File: src/rtl/regfile_mp.sv
// regfile_mp: multi-read-port integer register file with per-register busy scoreboard.
// Define REGFILE_BYPASS_EN to forward a same-cycle writeback onto the read ports.
module regfile_mp #(
  parameter int XLEN = 32,
  parameter int NREGS = 32,
  parameter int NREAD = 2,
  localparam int AW = $clog2(NREGS)
) (
  input  logic                  clk,
  input  logic                  rst,
  input  logic [NREAD*AW-1:0]   rd_addr,
  output logic [NREAD*XLEN-1:0] rd_data,
  output logic [NREAD-1:0]      rd_busy,
  input  logic                  we,
  input  logic [AW-1:0]         wr_addr,
  input  logic [XLEN-1:0]       wr_data,
  input  logic                  sb_set,
  input  logic [AW-1:0]         sb_addr,
  input  logic                  flush,
  output logic [NREGS-1:0]      busy_vec
);
  localparam logic [AW:0] NR = (AW+1)'(NREGS);
  logic [XLEN-1:0]  r_regs [NREGS];
  logic [NREGS-1:0] r_busy, w_busy_nx;
  logic             w_wr_ok, w_sb_ok;
  assign w_wr_ok = we && wr_addr != '0 && {1'b0, wr_addr} < NR;
  assign w_sb_ok = sb_set && !flush && sb_addr != '0 && {1'b0, sb_addr} < NR;
  // a newly issued producer outranks the writeback clear of the same register
  always_comb begin
    w_busy_nx = r_busy;
    if (w_wr_ok) w_busy_nx[wr_addr] = 1'b0;
    if (w_sb_ok) w_busy_nx[sb_addr] = 1'b1;
    if (flush) w_busy_nx = '0;
  end
  always_ff @(posedge clk) begin
    if (rst) begin
      r_busy <= '0;
      for (int k = 0; k < NREGS; k++) r_regs[k] <= '0;
    end else begin
      r_busy <= w_busy_nx;
      if (w_wr_ok) r_regs[wr_addr] <= wr_data;
    end
  end
  assign busy_vec = r_busy;
  for (genvar g = 0; g < NREAD; g++) begin : g_rd
    logic [AW-1:0] w_ra;
    logic          w_ok;
    assign w_ra = rd_addr[g*AW +: AW];
    assign w_ok = w_ra != '0 && {1'b0, w_ra} < NR;
`ifdef REGFILE_BYPASS_EN
    logic w_hit;
    assign w_hit = w_wr_ok && wr_addr == w_ra;
    assign rd_data[g*XLEN +: XLEN] = !w_ok ? '0 : w_hit ? wr_data : r_regs[w_ra];
    assign rd_busy[g] = w_ok && (w_hit ? (w_sb_ok && sb_addr == w_ra) : r_busy[w_ra]);
`else
    assign rd_data[g*XLEN +: XLEN] = w_ok ? r_regs[w_ra] : '0;
    assign rd_busy[g] = w_ok && r_busy[w_ra];
`endif
  end
endmodule

File: config.mk
export PLATFORM = sky130hd
export DESIGN_NAME = regfile_mp
export DESIGN_NICKNAME = d
export VERILOG_FILES = /design/src/rtl/regfile_mp.sv
export SDC_FILE = /design/constraint.sdc
export NUM_CORES = 2
export LEC_CHECK = 0
export BUFFER_PORTS_ARGS = -buffer_cell sky130_fd_sc_hd__buf_4
export CAP_MARGIN = 25
export CORE_UTILIZATION = 50
export DETAILED_ROUTE_END_ITERATION = 10
export GPL_ROUTABILITY_DRIVEN = 0
export HOLD_SLACK_MARGIN = 0.08
export PLACE_DENSITY_LB_ADDON = 0.1
export SKIP_LAST_GASP = 1
export SLEW_MARGIN = 20
export SYNTH_ARGS = -nofsm -noshare
export SYNTH_HDL_FRONTEND = slang
export SYNTH_SLANG_ARGS = --single-unit
File: constraint.sdc
create_clock -name clk -period 7.7 [get_ports clk]
set_clock_uncertainty 0.15 [all_clocks]
set_input_delay 0.385 -clock clk [delete_from_list [all_inputs] [get_ports clk]]
set_output_delay 0.385 -clock clk [all_outputs]
set_load 0.05 [all_outputs]
; ---- Word level (Yosys, flattened, before mapping)
; Memory sizes are Yosys's and may differ from the RTL's.
; Cells that the tools add are included.
[word_totals]
in_bits = 57
mem_bits_rw = 1024
mem_bits_ro = 0
mem_count = 1
reg_bits = 32
latch_bits = 0
[mem_list]
columns = name, words, width, rd, rd_clocked_by_memory_dff, write_ports, line
row1 = r_regs, 32, 32, 2, 0, 32, 23  ; logic [XLEN-1:0] r_regs [NREGS];
[op_classes]
reduce_logical = 14
eq_ne = 0
n_mul = 0
div = 0
magnitude_cmp = 6
mux = 20
shifts = 0
n_bitwise = 3
add_sub_neg = 0
[ops]
columns = op, count
row1 = $mux W32, 5
row2 = $and A32 B32 Y32, 1
row3 = $not A32 Y32, 1
row4 = $or A32 B32 Y32, 1
row5 = $reduce_or A32 Y1, 1
row6 = $lt A5 B6 Y1 const B, 4
row7 = $reduce_bool A5 Y1, 4
row8 = $bmux W1 S5, 2
row9 = $demux W1 S5, 2
row10 = $ge A5 B1 Y1 const B, 2
row11 = $mux W1, 10
row12 = $logic_and A1 B1 Y1, 7
row13 = $mux W5, 1
row14 = $reduce_or A2 Y1, 1
row15 = $logic_not A1 Y1, 1

; ---- Logic depth before layout (Yosys ltp)
[depth]
ltp_word = 9
ltp_mapped = 9

; ---- Worst setup path before layout
; Ideal clock, no wire load.
[synth_path]
path_type = in2out
from = in rd_addr[7]
to = out rd_busy[1]
required_ns = 7.165
t_arrival_ns = 3.870
path_stages = 6
n_path_buf = 2
slack_ns = 3.295
cell_sequence = buf_2 -> or3b_2 -> buf_2 -> o221ai_1 -> a221oi_1 -> a2111oi_0
[synth_via]
elab_chain_cells = 3
word_cells_on_any_way = 4
classes_between = mux (2) / reduce/logical (2)
[synth_rtl]
columns = item, line
row1 = start: declaration, 11  ; input logic [NREAD*AW-1:0] rd_addr,
row2 = $bmux W1 S5, 57  ; assign rd_busy[g] = w_ok && r_busy[w_ra];
row3 = $mux W1 (implied by the code), 57
row4 = $logic_and A1 B1 Y1 *, 57
row5 = end: declaration, 13  ; output logic [NREAD-1:0] rd_busy,
; Every way passes the cells marked *; elsewhere a longest branch is shown, timed or not. The select of a mux whose other input is x is not followed.

; ---- Final worst setup path
[layout_path]
from = in rd_addr[7]
to = out rd_data[44]
[layout_via]
elab_chain_cells = 2
word_cells_on_any_way = 3
classes_between = mux (1) / reduce/logical (1) / memory (1)
[layout_rtl]
columns = item, line
row1 = $mem_v2 Z32 W32 or $reduce_bool A5 Y1 (tied branches), -
row2 = $mux W32 *, 56  ; assign rd_data[g*XLEN +: XLEN] = w_ok ? r_regs[w_ra] : '0;
row3 = end: declaration, 12  ; output logic [NREAD*XLEN-1:0] rd_data,
; Every way passes the cells marked *; elsewhere a longest branch is shown, timed or not.

==> key figures <==
Outcome
  • Outcome: completed

Synth
  • Top cell type's share of synthesized area: 0.547
  • Post-Synth Simple-Gate Area: 0.134
  • Largest family of logic cells by synthesized area: multiplexers
  • Ys async rst share: 0
  • Seq cells post-synth: roughly 1,100
  • Multiplexer share of the synthesized area: 0.229
  • Post-synthesis sequential area ratio: 0.559
  • Synth Area in Adders: 0
  • Synth Cell Area: around 56,000 sq um
  • Synth cell types: 50
  • Most used flip-flop cell after synthesis: edfxtp_1
  • Syn Area/Cell: around 15 sq um
  • Compound-Gate Fraction of Synth Area: 0.0453
  • Synth area leader: edfxtp_1
  • Synth top area cells: edfxtp_1 55%, mux4_2 19%, and2_1 11%
  • YS warnings: 0
  • EDFF count, synth: between 1,000 and 1,500
  • Mapped Cells: 3,765
  • Synth Area in XOR/XNOR: 0

Drt
  • Drt pass-1 iters: 6
  • Post-route DRC violation count: 0
  • Post-DR wirelength/cell: between 30 and 40 microns
  • Via count: approximately 37,000
  • WL final: roughly 200 mm
  • Vias per inst: between 6 and 7
  • 1st-iter DRT viols: between 5,000 and 6,000
  • Final ANT Viol Nets: 0

Finish
  • Commonest non-fill, non-tap cell in the layout: edfxtp_1
  • Layout overhead on the synthesized area: 12.1%
  • Commonest cells after routing, fill and taps aside: 1,024 x edfxtp_1, 997 x and2_1, 463 x mux4_2
  • Post-layout nets: slightly below 4,000
  • Filler cell count: about 8,600
  • Share of cells above drive strength 1: 0.258

Worst setup path
  • Crit-path most repeated cell: buf_4
  • Critical path endpoint category: output port
  • Worst EP required: around 7000 ps
  • Critical path arrival: between 4000 and 5000 ps
  • Worst-path cell chain: buf_6, buf_4, nand3b_1, buf_12, o221ai_1, and4b_1, nor3_1, buf_4
  • Crit-path slowest cell: nor3_1
  • Critical Path Max Stage Delay: 880 ps
  • Kind of critical path: input port to output port
  • Worst r2r src: busy_vec[11]
  • Worst setup path startpoint: rd_addr[7]
  • Max FO, Critical Path: 49
  • CP Launch Type: input port

Power and ir drop
  • Clock power frac: 0.382
  • Pleak: ~0.022 uW
  • Pwr Density: 224 nW/um^2
  • Switching power share of the total: 0.261
  • P_int: around 10,000 uW
  • Total power: about 14,000 uW
  • Comb power frac: 0.138
  • NetSw: approximately 3700 uW
  • Max IR drop VDD: roughly 0.00018 V
  • Sequential share of power: 0.481

Global routing
  • Pin count of the biggest net entering global routing: 87
  • Vias in the first global route: about 38,000
  • First-pass GRT wire length: ~280 mm
  • Total gr overflow: 0
  • All-layer global routing usage: 0.352
  • Initial antenna violation count: 13

Die
  • Die X: roughly 340 microns
  • DIE HEIGHT: around 340 microns
  • Core area: between 100,000 and 150,000 sq um
  • Ports: between 150 and 200
  • Core Rows: 122
  • Initial core utilization: 0.506
  • Die area: 114,000 sq um

CTS
  • CTS tree: done
  • CTS max path bufs: 3
  • Skew-Pair Late Insertion Delay: about 700 ps
  • Clock-pin slew on the worst setup and hold paths: roughly 60 ps
  • Number of H-tree levels: 3
  • CTS sink cnt: 1,056
  • Setup Buffers After CTS: 0
  • CTS Root Cell: clkbuf_16
  • Total CTS buffers: about 120
  • Post-CTS sizing: 0

STA
  • Pin slew with the least headroom to its limit: 1130 ps
  • F_max: around 200 MHz
  • Setup TNS: 0 ps
  • Slew headroom: 0.248
  • Final hold vios: 0
  • Final Max Tran Viols: 0
  • RSZ-0062 raised after global routing: no
  • Final min period: a little under 5000 ps
  • Final Cycle Share: 0.646
  • Final-report setup violation count: 0

Hold path
  • HP Class: input port to register
  • Hold path start: wr_data[22]

Placed design
  • DP HPWL: roughly 110 mm
  • Buffers on Ports: 154

Job
  • Total of max-cap violations: 0
## area by class of cell
type	instances	area [sq um]	area share
inverters	2	7.51	0.000119
clock inverters	71	608	0.00965
multi-input cells	2328	23500	0.373
flip-flops and latches	1056	31400	0.498
clock buffers	135	3000	0.0475
diodes	7	17.5	0.000278
repair buffers	320	2630	0.0418
well taps	1488	1860	0.0296
## final timing paths
| kind | to | slack, ps | cells after the start |
|---|---|---|---|
| setup / recovery | rd_data[44] | 2730 | 8 |
| hold / removal | r_regs[22][22] | 140 | 2 |
| hold reg to reg | busy_vec[0] | 370 | 2 |
| setup reg to reg | busy_vec[11] | 6220 | 3 |
## kinds of logic after synthesis
kind of cell / count (synthesis)
other cells: 1
buf+inv: 412
mux: 692
simple gates: 1253
compound gates: 351
flops: 1056
## synth_stat cells, types with 30 or more instances
| library cell | count |
|---|---|
| a22oi_1 | 33 |
| a2111oi_0 | 30 |
| mux2_2 | 40 |
| nor2_1 | 53 |
| buf_4 | 34 |
| o22ai_1 | 84 |
| clkbuf_1 | 297 |
| nor3_1 | 58 |
| a22o_1 | 51 |
| mux4_2 | 463 |
| a211oi_1 | 33 |
| nand2_1 | 52 |
| edfxtp_1 | 1024 |
| mux2i_1 | 183 |
| buf_2 | 52 |
| and2_1 | 998 |
| dfxtp_1 | 32 |
| a21oi_1 | 35 |
## flip-flops by register name, summed over array words and instances (netlist names)
| signal | count |
|---|---|
| r_regs | 1024 |
| busy_vec | 32 |
## power groups by stage
stage                     Combinational, uW  Clock (uW)  Sequential [uW]
after floorplan                        1210           0             6840
after global placement                 1880           0             6870
after detailed placement               1890           0             6910
after CTS                              1920        5430             6790
after global routing                   1990        5640             6820
final                                  1940        5390             6800
## per-layer routing
metal  wire (microns)  part of all wire  GRT usage
met4            12400             0.062      0.195
met2            91800              0.46      0.547
met3            21900              0.11     0.0780
met5               46           0.00023          0
met1            73000              0.37      0.461
## what timing repair did
action / CTS / global route
endpoints found under the hold margin: 902 / 0
setup endpoints to repair: 0 / 0
hold buffers: 46 / 0
## critical path: cells and delay by family
family                 cells  cell delay (ps)
buffers and inverters      4             1800
and+or+nand+nor            3             1940
AOI/OAI and AO/OA          1              230
## stage by stage
stage	hold slack, ps	instance area (sq um)	util	worst slack, ps	instances
after CTS	85.6	63000	0.567	2990	5398
after global placement	330	58900	0.531	3080	5144
after floorplan	383	56300	-	3290	3796
final	136	63000	0.568	2730	5407
after detailed placement	339	58900	0.531	3020	5146
after global routing	112	63000	0.568	2740	5401
Power figures use the tool's default switching activity.
